$ cat config.mk
export PLATFORM = sky130hd
export DESIGN_NAME = hazard_unit
export DESIGN_NICKNAME = d
export VERILOG_FILES = /design/src/rtl/hazard_unit.sv
export SDC_FILE = /design/constraint.sdc
export NUM_CORES = 1
export LEC_CHECK = 0
export ABC_AREA = 1
export ABC_CLOCK_PERIOD_IN_PS = 2700
export BUFFER_PORTS_ARGS = -buffer_cell sky130_fd_sc_hd__buf_2
export CORE_AREA = 5 5 42 44
export DETAILED_ROUTE_END_ITERATION = 10
export DIE_AREA = 0 0 47 49
export PLACE_DENSITY = 0.8
export SETUP_SLACK_MARGIN = 0.2
export SLEW_MARGIN = 30
export SYNTH_ARGS = -nofsm -noshare
export SYNTH_HDL_FRONTEND = slang
export SYNTH_SLANG_ARGS = --single-unit
$ cat constraint.sdc
create_clock -name clk -period 2.7 [get_ports clk]
set_input_delay 0.27 -clock clk [delete_from_list [all_inputs] [get_ports clk]]
set_output_delay 0.27 -clock clk [all_outputs]
set_load 0.02 [all_outputs]
$ cat src/rtl/hazard_unit.sv
// hazard_unit -- pipeline hazard detection and stall/flush control.
//
// Detects load-use hazards and branch operand dependencies on the instruction
// in EX, inserts pipeline bubbles, flushes IF/ID on taken branches and freezes
// the pipeline once a halt opcode reaches ID.
//
// Ports:
//   clk, rst_n          clock, asynchronous active-low reset
//   if_id_rs/rt         source specifiers of the ID instruction
//   if_id_uses_rt       ID instruction reads rt
//   if_id_is_store      ID instruction is a store (rt is store data only)
//   if_id_is_branch     ID instruction is a branch
//   id_branch_taken     ID-stage branch decision
//   if_id_halt          halt opcode in ID
//   id_ex_rd/RegWrite/MemRead  producer in EX
//   pc_write, if_id_write      PC / IF/ID register enables
//   if_id_flush, id_ex_flush   pipeline register flushes
//   stall_active, halted       status
//   stall_cycles        (only with HAZARD_PERF_CNT_EN) saturating stall count
//
// Build option: define HAZARD_PERF_CNT_EN to add the stall_cycles counter.

module hazard_unit #(
  parameter int unsigned REG_W = 4
) (
  input  logic             clk,
  input  logic             rst_n,
  input  logic [REG_W-1:0] if_id_rs,
  input  logic [REG_W-1:0] if_id_rt,
  input  logic             if_id_uses_rt,
  input  logic             if_id_is_store,
  input  logic             if_id_is_branch,
  input  logic             id_branch_taken,
  input  logic             if_id_halt,
  input  logic [REG_W-1:0] id_ex_rd,
  input  logic             id_ex_RegWrite,
  input  logic             id_ex_MemRead,
  output logic             pc_write,
  output logic             if_id_write,
  output logic             if_id_flush,
  output logic             id_ex_flush,
  output logic             stall_active,
  output logic             halted
`ifdef HAZARD_PERF_CNT_EN
  ,
  output logic [15:0]      stall_cycles
`endif
);

  typedef enum logic [1:0] {StRun, StStall, StHalt} state_e;

  state_e     state_q, state_d;
  logic [1:0] cnt_q, cnt_d;

  logic match_rs, match_rt, load_use, branch_dep;

  // r0 is never a real destination, so a write to it creates no dependency.
  assign match_rs = id_ex_RegWrite && (id_ex_rd != '0) && (id_ex_rd == if_id_rs);
  assign match_rt = id_ex_RegWrite && (id_ex_rd != '0) && if_id_uses_rt &&
                    (id_ex_rd == if_id_rt);
  // Store data is forwarded MEM-to-MEM, so only the address operand stalls.
  assign load_use   = id_ex_MemRead && (match_rs || (match_rt && !if_id_is_store));
  assign branch_dep = if_id_is_branch && (match_rs || match_rt);

  always_ff @(posedge clk or negedge rst_n) begin
    if (!rst_n) begin
      state_q <= StRun;
      cnt_q   <= 2'd0;
    end else begin
      state_q <= state_d;
      cnt_q   <= cnt_d;
    end
  end

  always_comb begin
    state_d      = state_q;
    cnt_d        = cnt_q;
    pc_write     = 1'b1;
    if_id_write  = 1'b1;
    if_id_flush  = 1'b0;
    id_ex_flush  = 1'b0;
    stall_active = 1'b0;
    halted       = 1'b0;
    // Outputs sit at their idle values for as long as reset is held.
    if (rst_n) begin
      unique case (state_q)
        StRun: begin
          if (if_id_halt) begin
            // Halt outranks stall and flush: nothing else is acted on.
            state_d = StHalt;
          end else if (branch_dep || load_use) begin
            pc_write     = 1'b0;
            if_id_write  = 1'b0;
            id_ex_flush  = 1'b1;
            stall_active = 1'b1;
            // A branch waiting on a load needs the value out of MEM: one more bubble.
            if (branch_dep && id_ex_MemRead) begin
              state_d = StStall;
              cnt_d   = 2'd1;
            end
          end else if (id_branch_taken) begin
            if_id_flush = 1'b1;
          end
        end
        StStall: begin
          pc_write     = 1'b0;
          if_id_write  = 1'b0;
          id_ex_flush  = 1'b1;
          stall_active = 1'b1;
          cnt_d        = (cnt_q != 2'd0) ? cnt_q - 2'd1 : 2'd0;
          if (cnt_q <= 2'd1) state_d = StRun;
        end
        StHalt: begin
          pc_write    = 1'b0;
          if_id_write = 1'b0;
          id_ex_flush = 1'b1;
          halted      = 1'b1;
        end
        default: begin
          state_d = StRun;
          cnt_d   = 2'd0;
        end
      endcase
    end
  end

`ifdef HAZARD_PERF_CNT_EN
  logic [15:0] stall_cycles_q;

  always_ff @(posedge clk or negedge rst_n) begin
    if (!rst_n) begin
      stall_cycles_q <= 16'h0000;
    end else if (stall_active && (stall_cycles_q != 16'hFFFF)) begin
      stall_cycles_q <= stall_cycles_q + 16'h0001;
    end
  end

  assign stall_cycles = stall_cycles_q;
`endif

endmodule

After elaboration in Yosys (flattened, before gate mapping)
Index checks and enable logic that the tools add are counted.

Flip-flop bits (word level): 4. Input port bits: 21. Logic and storage cells: 58. Output and inout bits: 6.

Bitwise operators: 1. Eq/ne operators: 10. Add/sub/neg operators: 1. Multiplexer cells: 25. Order comparisons: 1. Reduce and logical (&&, ||, !) cells: 18.

Operators with widths (count): $mux W1 (14); $mux W2 (6); $pmux W2 S3 (2); $reduce_and A5 Y1 (2); $eq A4 B4 Y1 (2); $logic_and A1 B1 Y1 (8); $ne A2 B2 Y1 const B (4); $ne A3 B3 Y1 const B (2); $pmux W1 S2 (3); $reduce_bool A4 Y1 (1); $logic_or A1 B1 Y1 (3); $eq A2 B1 Y1 const B (1); $eq A2 B2 Y1 const B (1); $le A2 B1 Y1 const B (1); $logic_not A2 Y1 (1); $reduce_bool A2 Y1 (1); $reduce_or A2 Y1 (1); $sub A2 B1 Y2 const B (1); $logic_not A1 Y1 (1); $not A1 Y1 (1).

Logic depth before layout (Yosys ltp)
Gate-level depths: netlist of the first run.

Depth in word-level cells: 12. Gate-level depth with buffers: 12. Gate-level depth less buffers: 11.

Least setup slack after synthesis of the first run
OpenSTA, ideal clock, no wires.

Kind: reg2out. From: register state_q[0]. To: output pc_write. Path slack: 1073 ps. Required time: 2430 ps. Stages on the path, launching flop included: 9. Path buffers: 1. Arrival time: 1357 ps. Cell sequence: dfrtp_1 inv_1 ha_1 inv_1 nor2_1 nand3_2 nand2_1 nand2_1 buf_4.

Word-level cells in the longest chain between the ends: 4. Elaborated cells on any way between the ends: 6. Those cells by class: 2 x eq/ne; 2 x mux; 2 x reduce/logical.

RTL lines: from (decl) (RTL line 52) `state_e state_q, state_d;`; from (signal assigned) (RTL line 67) `state_q <= StRun;`; from (signal assigned) (RTL line 70) `state_q <= state_d;`; $eq A2 B1 Y1 or $eq A2 B2 Y1 (tied branches); $reduce_or A2 Y1 (no line); $pmux W1 S2 *; $mux W1 *; to (decl) (RTL line 38) `output logic pc_write,`.

Every way passes the cells marked *; elsewhere a longest branch is shown, timed or not.

Worst setup path after layout of the first run
From: input rst_n. To: output id_ex_flush.

Word-level cells in the longest chain between the ends: 1.

RTL lines: from (decl) (RTL line 27) `input logic rst_n,`; $mux W1 (RTL line 85) `if (rst_n) begin`; to (decl) (RTL line 41) `output logic id_ex_flush,`.

Every way passes these cells.

==> out/results.txt, run 1 <==
Pre-CTS setup slack: 1070 ps
Design area: 723 µm²
CP Cell Sequence: dlygate4sd3_1, buf_2, inv_1, or2_2, a21oi_1, buf_2
Boundary pin count: 27
Most frequent cells in the layout: 31 x nand2_1, 26 x buf_2, 21 x inv_1
Commonest non-fill, non-tap cell in the layout: nand2_1
Tcrit/Tclk final: 70.8%
Row Count: 14
Crit path top cell by count: buf_2
Relative max-transition margin: 83.5%
Hold WS: 401 ps
Fmax achieved: 523 MHz
Hold WC Path Type: in2async
Total track usage: 12.8%
Initial antenna violation count: 0
Die span in y: 49 µm
Worst path max stage delay: 520 ps
Synthesized Nets: 121
Final TNS setup: 0 ps
Post-layout util: 51.6%
Crit-path slowest cell: dlygate4sd3_1
Top FF cell, synth: dfrtp_1
CP Data Required Time: 2430 ps
Width of the die: 47 µm
Resized cells post-CTS: 0
Vias post-DR: 647
Yosys cell types: 19
Vias in the first global route: 607
Crit path time final: 1910 ps
Area after DPL: 691 µm²
GPL Wtd Cong: 0.762
RSZ-0062 raised after global routing: false
DRC Markers: 0
Setup-failing EPs final: 0
Final Hold Violating Endpoints: 0
Port Buf Inserts: 26
Async set-reset flop share out of synthesis: 100%
FF-to-FF path depth: 8
R2R Path Start: state_q[1]$_DFFE_PN0P_
Cells after Synth: 96
Clock tree buffer depth: 2
CTS tree: done
Final Total Pwr: 0.363 mW
Critical path capture point type: output port
Ant diodes: 0
Via/cell ratio: 4.59
First-pass GRT wire length: 2230 µm
Share of cells above drive strength 1: 29.6%
HPWL after DPL: 1190 µm
Post-CTS Setup Repair Bufs: 0
CTS hold repair buffers: 1
Mapped Area: 548 µm²
Total grt overflow: 0
R2R Setup Slk: 1350 ps
Placed insts: 137
TritonCTS Buffers: 3
Pleak: 0.469 nW
Slew @ Worst Pin: 246 ps
Reg-to-reg endpoint: cnt_q[0]$_DFFE_PN0P_
Worst Skew: 1.82 ps
Setup ws final: 788 ps
H-tree Lvls: 1
Pwr/cell area: 502 nW/µm²
Avg WL per Cell: 9.43 µm
Wirelength, routed: 1330 µm
Critical path type: in2out
Clk slew on worst S/H paths: 40 ps
Final Non-Filler Cells: 141
Core area: 1400 µm²
Clock Latency Late Sink: 230 ps
Synthesis warning total: 0
Sequential area share after synthesis: 18.3%
Post-synth EDFFs: 0
Synth Register Bits: 4
FILL cells: 147
Max_cap viols: 0
Initial core utilization: 39.1%
Maximum VDD drop: 0.239 mV
CP startpoint kind: input pin
CTS sink cnt: 4
Crit path max fanout: 8
Mean area per synthesized cell: 5.71 µm²
Syn-to-layout area delta: 32.0%
Max-slew violations: 0
ANT nets after route: 0
Worst Path Arrival: 1640 ps
Nets@finish: 152
Clock root cell: clkbuf_4
1st-iter DRT viols: 16
Largest net degree at the start of global routing: 9
Die area: 2300 µm²
Pre-Repair DR Iteration Count: 4
Status: completed
==> where the power goes <==
part	internal, mW	leakage (nW)	switching [mW]
sequential	0.0760	0.0525	0.0148
combinational	0.0743	0.403	0.123
clock	0.0498	0.0138	0.0250
total	0.200	0.469	0.163
==> sequential cells by signal (all words and copies together) (netlist names) <==
| signal | count |
|---|---|
| cnt_q | 2 |
| state_q | 2 |
==> worst max path at each step <==
stage	start	to	slack, ps	depth (start not counted)
floorplan	state_q[0]$_DFFE_PN0P_	pc_write	1070	8
global placement	state_q[0]$_DFFE_PN0P_	if_id_flush	1120	7
detailed placement	state_q[1]$_DFFE_PN0P_	stall_active	1070	7
CTS	rst_n	id_ex_flush	780	6
global route	state_q[0]$_DFFE_PN0P_	stall_active	630	7
finish	rst_n	id_ex_flush	790	6
==> cell usage after synthesis (2+ instances only) <==
master / n / area share [%]
a21oi_1: 4 / 3.7
dfrtp_1: 4 / 18
ha_1: 4 / 9.1
inv_1: 21 / 14
nand2_1: 31 / 21
nand2_2: 2 / 2.3
nand3_1: 7 / 6.4
nand3_2: 3 / 5.5
nor2_1: 10 / 6.9
==> worst max-delay path: cells and delay by family <==
family                 cells  cell delay [ps]
and+or+nand+nor            1              270
AOI/OAI and AO/OA          1              100
buffers and inverters      4              990
==> routing by layer <==
metal,vias to the layer above,share of wire [%],track usage (%)
met2,26,50,19.5
li1,346,-,-
met5,-,0,0
met4,0,0.83,7.83
met3,2,8.1,2.95
met1,273,41,15.6
==> logic make-up (layout without fill, tap and decap cells) <==
| kind of cell | after synthesis | after routing | synth area share [%] |
|---|---|---|---|
| and+or+nand+nor | 58 | 58 | 47.9 |
| DFF | 4 | 4 | 18.3 |
| AOI/OAI and AO/OA | 7 | 7 | 7.31 |
| adders and majority gates | 4 | 4 | 9.13 |
| buffers and inverters | 22 | 51 | 15.8 |
| xor gates and xnor gates | 1 | 1 | 1.60 |
==> final cells by class <==
class                      instances  area (µm²)  area share (%)
timing repair buffer              27         140            19.4
inverter                          21        78.8            10.9
tap                               16        20.0            2.77
sequential                         4         100            13.8
multi-input combinational         70         362            50.0
clock buffer                       3        22.5            3.11
Note: power is estimated with default switching activity, not from simulation.
==> inputs of run 2 (changes only) <==
- ABC_CLOCK_PERIOD_IN_PS: 2700 -> 1600
- CORE_AREA: 5 5 42 44 -> default
- CORE_MARGIN: default -> 5
- CORE_UTILIZATION: default -> 39
- DIE_AREA: 0 0 47 49 -> default
- PLACE_DENSITY: 0.8 -> 0.79
- clock period: 2.7 -> 1.6 ns (I/O delays scaled with it)
==> run 2 against run 1 <==
Design area rose by 20%. Routed wire length rose by 15%. Die area is 2.1% lower. Sequential share of layout area fell by 2.3 points. Power up 120%. Global-route usage increased by 2.9 points. Clock power up 69%. Setup slack got worse by 760 ps. First-iteration DRC count shrank 44%. Combinational power increased to 2.7 times the previous value. Cell count increased by 3.5%. Critical path type is now reg2out. Highest routed layer unchanged. Non-clock buffer count increased by 6.
==> out/results.txt, run 2 (synthesis results as in run 1) <==
Status: completed
Crit path max fanout: 3
Total grt overflow: 0
DRC Markers: 0
Fmax achieved: 636 MHz
RSZ-0062 raised after global routing: true
Area taken by multi-input logic gates: 433 µm²
Crit path time final: 1570 ps
Max-slew violations: 0
Most frequent cells in the layout: 29 x nand2_1, 20 x buf_2, 18 x inv_1
Syn-to-layout area delta: 58.2%
Row Count: 13
Total track usage: 15.7%
Pleak: 0.507 nW
Ant diodes: 0
Clk slew on worst S/H paths: 30 ps
HPWL after DPL: 1140 µm
CTS sink cnt: 4
Clock root cell: clkbuf_4
Crit-path slowest cell: dfrtp_1
TritonCTS Buffers: 3
Vias in the first global route: 682
Hold WC Path Type: in2reg
Pwr/cell area: 929 nW/µm²
GPL Wtd Cong: 0.800
Initial core utilization: 41.6%
Avg WL per Cell: 10.5 µm
CP Cell Sequence: buf_4, ha_4, or2_4, a21oi_2, buf_4
Pre-Repair DR Iteration Count: 4
Setup-failing EPs final: 0
Hold WS: 341 ps
First-pass GRT wire length: 2450 µm
Worst path max stage delay: 400 ps
Initial antenna violation count: 0
Width of the die: 47.5 µm
Critical path type: reg2out
Die span in y: 47.5 µm
Worst Skew: 6.75 ps
Clock Latency Late Sink: 240 ps
Largest net degree at the start of global routing: 6
Tcrit/Tclk final: 98.3%
Via/cell ratio: 4.66
Final Hold Violating Endpoints: 0
Final Total Pwr: 0.805 mW
Largest regs: cnt_q (2), state_q (2)
Worst Path Arrival: 1410 ps
CTS tree: done
Vias post-DR: 681
1st-iter DRT viols: 9
Commonest non-fill, non-tap cell in the layout: nand2_1
Nets@finish: 158
Port Buf Inserts: 26
CP Data Required Time: 1440 ps
H-tree Lvls: 1
FILL cells: 119
Clock tree buffer depth: 2
Share of cells above drive strength 1: 42.0%
Max_cap viols: 0
Register area: 100 µm²
Maximum VDD drop: 0.740 mV
CP startpoint kind: flip-flop
Die area: 2250 µm²
Relative max-transition margin: 86.4%
Boundary pin count: 27
Slew @ Worst Pin: 202 ps
Wirelength, routed: 1530 µm
Core area: 1320 µm²
ANT nets after route: 0
Crit path top cell by count: buf_4
Final TNS setup: 0 ps
Critical path capture point type: output port
-- run 2: metal layers --
metal | global-route usage (%) | up-vias | routed length, µm
met5 | 0 | - | 0
met3 | 9.02 | 5 | 116
met1 | 16.1 | 295 | 676
met4 | 5.52 | 0 | 16
li1 | - | 361 | -
met2 | 26.5 | 20 | 719
-- run 2: critical path, delay by kind of cell (launching register included) --
| family | cells | cell delay (ps) |
|---|---|---|
| AND/OR/NAND/NOR | 1 | 240 |
| AO/OA/AOI/OAI | 1 | 90 |
| adder cells (fa/ha/maj) | 1 | 150 |
| buffers and inverters | 2 | 310 |
| flip-flops | 1 | 400 |
-- run 2: final cells by class --
class | count | share of cell area (%)
inverter | 21 | 9.38
clock buffer | 3 | 2.60
timing repair buffer | 33 | 24.4
multi-input combinational | 70 | 49.9
tap | 15 | 2.16
sequential | 4 | 11.5
-- run 2: path summary, 6_finish.rpt --
check / startpoint / to / slack [ps] / cells after the start
setup / recovery: state_q[0]$_DFFE_PN0P_ / id_ex_flush / 30 / 5
hold / removal: if_id_halt / state_q[1]$_DFFE_PN0P_ / 340 / 5
setup reg to reg: state_q[1]$_DFFE_PN0P_ / state_q[1]$_DFFE_PN0P_ / 120 / 9
hold reg to reg: cnt_q[1]$_DFFE_PN0P_ / cnt_q[1]$_DFFE_PN0P_ / 550 / 2
max in group asynchronous: rst_n / state_q[1]$_DFFE_PN0P_ / 1050 / 2
min in group asynchronous: rst_n / cnt_q[1]$_DFFE_PN0P_ / 380 / 2
-- run 2: per-stage QoR --
stage | utilization, % | std cells | instance area (µm²) | setup WS [ps]
finish | 65.8 | 146 | 867 | 27.9
CTS | 63.3 | 146 | 835 | 17.9
global placement | 52.7 | 136 | 694 | 175
global route | 65.8 | 146 | 867 | -59.2
floorplan | - | 96 | 553 | 169
detailed placement | 52.7 | 136 | 694 | 97.5
-- run 2: power by group --
part | total (mW) | internal, mW | leakage (nW) | switching [mW]
combinational | 0.530 | 0.248 | 0.441 | 0.282
sequential | 0.149 | 0.128 | 0.0525 | 0.0210
clock | 0.126 | 0.0839 | 0.0138 | 0.0417
total | 0.805 | 0.460 | 0.507 | 0.345
-- run 2: timing repair --
action | in CTS | in global routing
gates resized for setup | 19 | 7
hold buffers | 1 | 0
setup buffers | 6 | 0
setup endpoints to repair | 5 | 10
endpoints found under the hold margin | 4 | 0
pin swaps | 4 | 1
